--- src/rtl/imem_line_responder_if.sv ---
// Backing-memory read bus between the line responder and the slow single-word memory.
interface imem_line_responder_if #(
    parameter int unsigned ADDR_W = 32
);
    logic              mem_req;
    logic [ADDR_W-1:0] mem_addr;
    logic              mem_ack;
    logic [31:0]       mem_rdata;

    modport master (
        output mem_req,
        output mem_addr,
        input  mem_ack,
        input  mem_rdata
    );

    modport slave (
        input  mem_req,
        input  mem_addr,
        output mem_ack,
        output mem_rdata
    );
endinterface

--- src/rtl/imem_line_responder.sv ---
// Dual-word instruction responder: direct-mapped line buffer in front of a slow
// handshaked backing memory. Returns words at A and A+4 combinationally on a hit,
// otherwise stalls fetch and fills the missing line(s) one word at a time.
module imem_line_responder #(
    parameter int unsigned LINE_WORDS = 4,
    parameter int unsigned NUM_LINES  = 16,
    parameter int unsigned ADDR_W     = 32
) (
    input  logic                  CLK,
    input  logic                  RESET,
    input  logic [ADDR_W-1:0]     Instr_address_2IM,
    input  logic                  flush,
    output logic [31:0]           Instr1_fIM,
    output logic [31:0]           Instr2_fIM,
    output logic                  imem_stall,
    imem_line_responder_if.master mem
);
    localparam int unsigned OFF_W = $clog2(LINE_WORDS);
    localparam int unsigned IDX_W = $clog2(NUM_LINES);
    localparam int unsigned TAG_W = ADDR_W - OFF_W - IDX_W - 2;
    localparam logic [OFF_W-1:0] K_LAST = OFF_W'(LINE_WORDS - 1);

    typedef enum logic [1:0] {IDLE, FILL, DONE} state_t;

    state_t            state_q, state_d;
    logic [OFF_W-1:0]  k_q, k_d;
    logic [ADDR_W-1:0] addr_q, addr_d;
    logic [IDX_W-1:0]  fill_idx_q, fill_idx_d;
    logic [TAG_W-1:0]  fill_tag_q, fill_tag_d;
    logic              fill_start;

    logic [NUM_LINES-1:0] valid_q;
    logic [TAG_W-1:0]     tag_q  [NUM_LINES];
    logic [31:0]          data_q [NUM_LINES][LINE_WORDS];

    logic [ADDR_W-1:0] addr_a, addr_b;
    logic [OFF_W-1:0]  off_a, off_b;
    logic [IDX_W-1:0]  idx_a, idx_b;
    logic [TAG_W-1:0]  tag_a, tag_b;
    logic              hit_a, hit_b, hit;

    // B wraps modulo 2^ADDR_W, so the top word's partner is word 0
    assign addr_a = Instr_address_2IM;
    assign addr_b = Instr_address_2IM + ADDR_W'(4);
    assign off_a  = addr_a[OFF_W+1:2];
    assign off_b  = addr_b[OFF_W+1:2];
    assign idx_a  = addr_a[OFF_W+2 +: IDX_W];
    assign idx_b  = addr_b[OFF_W+2 +: IDX_W];
    assign tag_a  = addr_a[ADDR_W-1 -: TAG_W];
    assign tag_b  = addr_b[ADDR_W-1 -: TAG_W];

    assign hit_a = valid_q[idx_a] && (tag_q[idx_a] == tag_a);
    assign hit_b = valid_q[idx_b] && (tag_q[idx_b] == tag_b);
    assign hit   = hit_a && hit_b;

    assign mem.mem_req  = (state_q == FILL);
    assign mem.mem_addr = addr_q;

    // Fetch-side outputs: data only on a full dual hit, stall whenever busy or missing
    always_comb begin
        Instr1_fIM = '0;
        Instr2_fIM = '0;
        if (hit) begin
            Instr1_fIM = data_q[idx_a][off_a];
            Instr2_fIM = data_q[idx_b][off_b];
        end
        imem_stall = !hit || (state_q != IDLE);
    end

    // Fill FSM next-state: pick the missing line (A first), walk its words, then publish
    always_comb begin
        state_d    = state_q;
        k_d        = k_q;
        addr_d     = addr_q;
        fill_idx_d = fill_idx_q;
        fill_tag_d = fill_tag_q;
        fill_start = 1'b0;
        case (state_q)
            IDLE: begin
                if (!hit && !flush) begin
                    fill_start = 1'b1;
                    state_d    = FILL;
                    k_d        = '0;
                    if (!hit_a) begin
                        fill_idx_d = idx_a;
                        fill_tag_d = tag_a;
                        addr_d     = {tag_a, idx_a, {(OFF_W+2){1'b0}}};
                    end else begin
                        fill_idx_d = idx_b;
                        fill_tag_d = tag_b;
                        addr_d     = {tag_b, idx_b, {(OFF_W+2){1'b0}}};
                    end
                end
            end
            FILL: begin
                if (flush) begin
                    state_d = IDLE;
                end else if (mem.mem_ack) begin
                    if (k_q == K_LAST) begin
                        state_d = DONE;
                    end else begin
                        k_d    = k_q + 1'b1;
                        addr_d = addr_q + ADDR_W'(4);
                    end
                end
            end
            DONE:    state_d = IDLE;
            default: state_d = IDLE;
        endcase
    end

    // FSM and fill-bookkeeping registers
    always_ff @(posedge CLK or negedge RESET) begin
        if (!RESET) begin
            state_q    <= IDLE;
            k_q        <= '0;
            addr_q     <= '0;
            fill_idx_q <= '0;
            fill_tag_q <= '0;
        end else begin
            state_q    <= state_d;
            k_q        <= k_d;
            addr_q     <= addr_d;
            fill_idx_q <= fill_idx_d;
            fill_tag_q <= fill_tag_d;
        end
    end

    // Valid bits: flush overrides everything, including a fill completing this edge
    always_ff @(posedge CLK or negedge RESET) begin
        if (!RESET) begin
            valid_q <= '0;
        end else if (flush) begin
            valid_q <= '0;
        end else if (fill_start) begin
            valid_q[fill_idx_d] <= 1'b0;
        end else if (state_q == DONE) begin
            valid_q[fill_idx_q] <= 1'b1;
        end
    end

    // Tag and data storage, deliberately not reset; valid gates their use
    always_ff @(posedge CLK) begin
        if (state_q == FILL && mem.mem_ack) begin
            data_q[fill_idx_q][k_q] <= mem.mem_rdata;
        end
        if (state_q == DONE) begin
            tag_q[fill_idx_q] <= fill_tag_q;
        end
    end
endmodule

--- src/flat_wrapper.sv ---
// flat-port wrapper written by rule: the top's interface ports become plain ports
module imem_line_responder_flat 
#(
    parameter int unsigned LINE_WORDS = 4,
    parameter int unsigned NUM_LINES  = 16,
    parameter int unsigned ADDR_W     = 32
)
  (CLK, RESET, Instr_address_2IM, flush, Instr1_fIM, Instr2_fIM, imem_stall, mem_mem_req, mem_mem_addr, mem_mem_ack, mem_mem_rdata);
  imem_line_responder_if #(.ADDR_W(ADDR_W)) mem_i ();
  input  logic CLK;
  input  logic RESET;
  input  logic [ADDR_W-1:0] Instr_address_2IM;
  input  logic flush;
  output logic [31:0] Instr1_fIM;
  output logic [31:0] Instr2_fIM;
  output logic imem_stall;
  output wire logic [$bits(mem_i.mem_req)-1:0] mem_mem_req;
  output wire logic [$bits(mem_i.mem_addr)-1:0] mem_mem_addr;
  input wire logic [$bits(mem_i.mem_ack)-1:0] mem_mem_ack;
  input wire logic [$bits(mem_i.mem_rdata)-1:0] mem_mem_rdata;
  assign mem_mem_req = mem_i.mem_req;
  assign mem_mem_addr = mem_i.mem_addr;
  assign mem_i.mem_ack = mem_mem_ack;
  assign mem_i.mem_rdata = mem_mem_rdata;
  imem_line_responder #(.LINE_WORDS(LINE_WORDS), .NUM_LINES(NUM_LINES), .ADDR_W(ADDR_W)) u_core (.CLK(CLK), .RESET(RESET), .Instr_address_2IM(Instr_address_2IM), .flush(flush), .Instr1_fIM(Instr1_fIM), .Instr2_fIM(Instr2_fIM), .imem_stall(imem_stall), .mem(mem_i));
endmodule
--- config.mk ---
export PLATFORM = sky130hd
export DESIGN_NAME = imem_line_responder_flat
export DESIGN_NICKNAME = d
export VERILOG_FILES = /design/src/rtl/imem_line_responder_if.sv /design/src/rtl/imem_line_responder.sv /design/src/flat_wrapper.sv
export SDC_FILE = /design/constraint.sdc
export NUM_CORES = 2
export LEC_CHECK = 0
export ABC_CLOCK_PERIOD_IN_PS = 5250
export BUFFER_PORTS_ARGS = -buffer_cell sky130_fd_sc_hd__buf_2
export CORE_MARGIN = 3
export CORE_UTILIZATION = 30
export DETAILED_ROUTE_END_ITERATION = 12
export GPL_ROUTABILITY_DRIVEN = 0
export HOLD_SLACK_MARGIN = 0.12
export PLACE_DENSITY = 0.5
export SLEW_MARGIN = 25
export SYNTH_ARGS = -nofsm -noshare
export SYNTH_HDL_FRONTEND = slang
export SYNTH_SLANG_ARGS = --single-unit
--- constraint.sdc ---
create_clock -name CLK -period 5.25 [get_ports CLK]
set_clock_uncertainty 0.15 [all_clocks]
set_input_delay 0.525 -clock CLK [delete_from_list [all_inputs] [get_ports CLK]]
set_output_delay 0.525 -clock CLK [all_outputs]
set_load 0.1 [all_outputs]
-- Yosys cells after proc, flatten, opt, wreduce, memory -nomap -nowiden
Memories as Yosys holds them, arrays and structs flattened.
Cells that the tools add are included.
- memories: 2
- latch bits: 0
- output and inout port bits: 98
- bits of input ports: 68
- logic and storage cells: 103
- ROM bits: 0
- register bits: 80
- bits in writable memories: 2432
- equal/unequal tests: 11
- add/sub/neg operators: 3
- shift-type cells: 0
- $mul: 0
- bitwise gates (word level): 6
- div/mod/pow operators: 0
- reductions and logical operators: 18
- magnitude comparators: 10
- muxes and demuxes: 47
- memory list (memory ; words ; bits a word ; read ports ; clocked after memory_dff ; write ports ; RTL line ; RTL):
    u_core.data_q ; 16 ; 128 ; 2 ; 0 ; 1 ; imem_line_responder.sv:34 ; logic [31:0] data_q [NUM_LINES][LINE_WORDS];
    u_core.tag_q ; 16 ; 24 ; 2 ; 0 ; 1 ; imem_line_responder.sv:33 ; logic [TAG_W-1:0] tag_q [NUM_LINES];
- operators by type and width (operator ; number):
    two-way mux 32 bit ; 12
    binary-select mux 32 bit (select 2 bit) ; 2
    two-way mux 128 bit ; 1
    adder 32 x 3 -> 32 bit (second input constant) ; 2
    demux 32 bit (select 2 bit) ; 1
    one-hot mux 32 bit (2 select lines) ; 1
    equality test 24 bit ; 2
    two-way mux 16 bit ; 3
    two-way mux 24 bit ; 1
    less-than comparator 4 x 5 -> 1 bit (second input constant) ; 4
    bitwise AND 16 bit ; 1
    two-way mux 2 bit ; 8
    NOT 16 bit ; 1
    bitwise OR 16 bit ; 1
    two-way mux 4 bit ; 3
    >= comparator 3 bit (second input constant) ; 3
    two-way mux 1 bit ; 9
    NOT 2 -> 3 bit ; 3
    binary-select mux 1 bit (select 4 bit) ; 2
    demux 1 bit (select 4 bit) ; 2
    >= comparator 4 x 1 -> 1 bit (second input constant) ; 2
    logical AND 1 bit ; 8
    one-hot mux 2 bit (2 select lines) ; 2
    != test 3 x 2 -> 1 bit (second input constant) ; 2
    other kinds (14) ; 19

-- Longest topological paths before layout
- word-level depth: 17
- gate-level depth with buffers: 19
- gate-level depth less buffers: 12

-- Worst setup path after synthesis
No wires, ideal clock.
- path type: input port to output port
- from: in Instr_address_2IM[4]
- to: out Instr2_fIM[6]
- required time: 4.575 ns
- path slack: -1.312 ns
- stages on the path: 16
- arrival: 5.887 ns
- cells stage by stage: buf_6 buf_6 and3_1 buf_2 xnor2_1 buf_2 buf_2 buf_2 buf_1 buf_2 buf_1 mux4_2 nand2_1 nand3_1 nand3_1 a311oi_1
- longest elaborated chain between the ends: 6
- ends and longest elaborated chain (element ; RTL line ; RTL):
    start, declared ; flat_wrapper.sv:12 ; input logic [ADDR_W-1:0] Instr_address_2IM;
    adder 32 x 3 -> 32 bit ; imem_line_responder.sv:44 ; assign addr_b = Instr_address_2IM + ADDR_W'(4);
    memory (16 x 24 bit), or another cell as far along ; -- ;
    equality test 24 bit, or another cell as far along ; imem_line_responder.sv:53 ; assign hit_b = valid_q[idx_b] && (tag_q[idx_b] == tag_b);
    logical AND 1 bit or two-way mux 32 bit (tied branches) ; imem_line_responder.sv:53, imem_line_responder.sv:65 ;
    logical AND 1 bit or two-way mux 32 bit (tied branches) ; imem_line_responder.sv:54, imem_line_responder.sv:65 ;
    two-way mux 32 bit * ; imem_line_responder.sv:63 ; if (hit) begin
    end, declared ; flat_wrapper.sv:15 ; output logic [31:0] Instr2_fIM;
Mark *: on every way between the ends. The rest lies on a longest branch, timed or not. The select of a mux whose other input is x is not followed.

==> Implementation_results.wiki <==
{| class="wikitable"
! Metric !! Value
|-
| Minimum period implied by the final worst setup slack || approximately 5.8 ns
|-
| H-tree level count || 5
|-
| Run status || complete, but fails checks
|-
| Standard cell area after detailed placement || 135000 um^2
|-
| Number of enable flip-flop cells after synthesis || 2432
|-
| DRC viols || 0
|-
| Crit path launch type || register
|-
| Total power per unit cell area || 346.7 nW/um^2
|-
| Max-cap viol count || 0
|-
| Path category of the worst min-delay check || input port to register
|-
| Antenna violations before repair || roughly 50
|-
| Global route overflow || 0
|-
| Source-to-sink clock delay at the later pin of the worst-skew pair || around 0.9 ns
|-
| GRT Util Overall || 21.96%
|-
| Critical Path End Type || output port
|-
| Syn Std Cell Area || 121500 um^2
|-
| Via count of the first global-routing pass || 77350
|-
| Number of vias per cell || 5.836
|-
| DR WL/cell || 35.33 um
|-
| Violations in the final reports || setup timing
|-
| Die height || 642.5 um
|-
| Clock tree from TritonCTS || built
|-
| Register area share after synthesis || 61.70%
|-
| Worst max-slew margin expressed relative to the limit || 24.38%
|-
| Max Slew Vio Count || 0
|-
| Num rows || around 230
|-
| Sink Count || 2510
|-
| Number of I/O pins || 166
|-
| Number of instances in the synthesized netlist || approximately 6900
|-
| Maximum number of pins on one net before global-route repair || 124
|-
| Arrival time at the worst endpoint || 5.13 ns
|-
| Count of endpoints failing hold in the final timing report || 0
|-
| Placeable core region || 403200 um^2
|-
| Peak ir drop on the vdd network || 0.2547 mV
|-
| Maximum clock rate || 0.1723 GHz
|-
| Ratio of cells with drive above 1 in the final layout || a little over a third
|-
| Post-route cell area || roughly 150000 um^2
|-
| Final setup violation count || 65
|-
| Mean instance size in the synthesized netlist || approximately 18 um^2
|-
| Leading cell types in the layout, fill and taps excluded || 2432 x edfxtp_1, 1273 x mux4_2, 731 x nand2_1
|-
| Commonest non-fill, non-tap cell in the layout || edfxtp_1
|-
| Top_reg_cell synth || edfxtp_1
|-
| Max Fanout on Critical Path || 4
|-
| Total of fill cells in the finished design || 37460
|-
| Least setup slack across all paths after layout || -0.5525 ns
|-
| Slew at the pin closest to its max-slew limit || 1.126 ns
|-
| Number of distinct library cells after synthesis || 95
|-
| Count of nets left with antenna violations after detail routing || 0
|-
| Worst-case clock buffer depth || 4
|-
| Net count of the finished layout || 7632
|-
| P_leak || 46.81 nW
|-
| Starting Density || 30.14%
|-
| Number of flip-flops and latches in the synthesized netlist || ~2500
|-
| Clock slew at reported path FFs || 0.06 ns
|-
| Number of search-and-repair iterations in the first detailed-routing pass || 8
|-
| Critical path start-end classification || register to output port
|-
| Setup repair after global routing missed its margin || yes
|-
| Async set or reset register ratio after synthesis || 3.108%
|-
| Inserted Clock Buffers || 295
|-
| Wire length of the first global-routing pass || around 640 mm
|-
| Data required time at the worst endpoint || 4.58 ns
|-
| Synth warnings || 0
|-
| Vias || 77100
|-
| PortBufs || 161
|-
| Portion of the clock cycle consumed by the worst path in the final layout || 110.5%
|-
| Post-Route WL || 466.8 mm
|-
| Setup TNS after final layout || -26.30 ns
|-
| Die area || 412800 um^2
|-
| Post-synthesis to final-layout area growth || 19.84%
|-
| Post-detailed-placement half-perimeter wirelength || around 290 mm
|-
| Master cell of the clock root buffer || clkbuf_16
|-
| Horizontal die dimension || 642.5 um
|-
| First-iteration detailed-routing DRC count || 10170
|}
-- cells by family after synthesis --
kind of cell / after synthesis / synth area share (%)
other cells: 1 / 0.003086
buf+inv: 602 / 2.129
mux: 1501 / 25.52
flops: 2510 / 61.70
fa+ha+maj: 6 / 0.06177
xor+xnor: 86 / 0.6353
compound gates: 656 / 3.989
simple gates: 1540 / 5.961
-- power by group --
part	switching (mW)	internal, mW	total, mW
logic	4.49	2.56	7.05
clock network	8.65	11.9	20.5
registers	0.464	22.4	22.9
-- synthesized netlist by cell type (all sizes together) (18+ instances only) --
cell | n | area, um^2
a211oi | 24 | 180.2
a21oi | 68 | 351.6
a221oi | 20 | 206.5
a22o | 19 | 166.4
a22oi | 63 | 473.0
a311o | 31 | 310.3
a311oi | 76 | 665.6
a31oi | 61 | 381.6
and2 | 51 | 319.1
and3 | 115 | 719.4
buf | 247 | 1254
clkbuf | 319 | 1199
dfrtp | 78 | 1952
edfxtp | 2432 | 73030
inv | 35 | 131.4
mux2 | 48 | 540.5
mux2i | 180 | 1802
mux4 | 1273 | 28670
nand2 | 733 | 2754
nand2b | 35 | 219.0
nand3 | 232 | 1166
nand4 | 42 | 275.3
nor2 | 173 | 654.4
nor3 | 48 | 245.2
nor4 | 22 | 192.7
o211ai | 24 | 180.2
o21ai | 93 | 469.2
o221ai | 25 | 219.0
o22ai | 40 | 250.2
xnor2 | 68 | 595.6
xor2 | 18 | 176.4
-- sequential cells by signal (all words and copies together) (netlist names) --
name / count
u_core.tag_q: 384
u_core.data_q: 2048
u_core.mem.mem_addr: 30
u_core.k_q: 2
u_core.state_q: 2
u_core.fill_tag_q: 24
u_core.fill_idx_q: 4
u_core.valid_q: 16
-- what timing repair did --
action,CTS,global route
pin swaps,3,5
endpoints found under the hold margin,180,1777
hold buffers,8,30
gates resized for setup,80,18
endpoints found under the setup margin,65,65
buffers inserted,17,6
cloned,2,4
-- per-layer routing --
layer | wire length [um] | vias to the layer above | share of wire [%] | global-route usage [%]
met4 | 21480 | 24 | 4.6 | 8.404
met2 | 220900 | 4069 | 47 | 35.56
li1 | - | 30390 | - | -
met3 | 39810 | 832 | 8.5 | 4.299
met1 | 184400 | 41790 | 40 | 29.17
met5 | 172 | - | 0.037 | 0
-- per-stage QoR --
step / util (%) / cells / hold WS, ns / power (mW) / setup WS (ns)
after global placement: 33.39 / 12590 / 0.3800 / 30.24 / -1.101
final: 36.12 / 13210 / 0.2285 / 50.49 / -0.5525
after detailed placement: 33.47 / 12600 / 0.3908 / 30.29 / -0.8375
after floorplan: - / 6903 / 0.07941 / 27.34 / 0.03620
after CTS: 35.97 / 13160 / 0.1397 / 50.77 / -0.5511
after global routing: 36.12 / 13210 / 0.2155 / 52.00 / -0.6610
-- layout make-up --
cell class | instances | area (um^2) | area share [%]
Antenna cell | 12 | 30.03 | 0.02062
Multi-Input combinational cell | 3791 | 45010 | 30.91
Inverter | 36 | 142.6 | 0.09794
Timing Repair Buffer | 924 | 9176 | 6.301
Tap cell | 5405 | 6763 | 4.643
Sequential cell | 2510 | 74980 | 51.48
Clock buffer | 366 | 7836 | 5.381
Clock inverter | 168 | 1698 | 1.166
-- worst max-delay path, cell delays in order (launching register included) --
cell and delay [ns]:
edfxtp_1 0.40, mux4_2 0.56, nand2b_4 0.19, a32oi_2 0.17, nand4_1 0.17, or4_1 0.50, or4_4 0.54, nor2_2 0.10
nor4b_4 0.26, buf_4 0.18, nand4_4 0.15, buf_12 0.21, a211oi_4 0.50, buf_12 0.25
-- final timing paths --
path,start,end,slack (ns),cells past startpoint
max,u_core.tag_q[6][7],Instr2_fIM[26],-0.55,13
min,Instr_address_2IM[8],u_core.fill_tag_q[0],0.23,4
max reg2reg,u_core.tag_q[6][7],u_core.mem.mem_addr[29],0.12,17
min reg2reg,u_core.mem.mem_addr[2],u_core.mem.mem_addr[2],0.39,1
max in group asynchronous,RESET,u_core.valid_q[6],3.73,4
min in group asynchronous,RESET,u_core.mem.mem_addr[22],0.60,4
(Power assumes the default switching activity.)
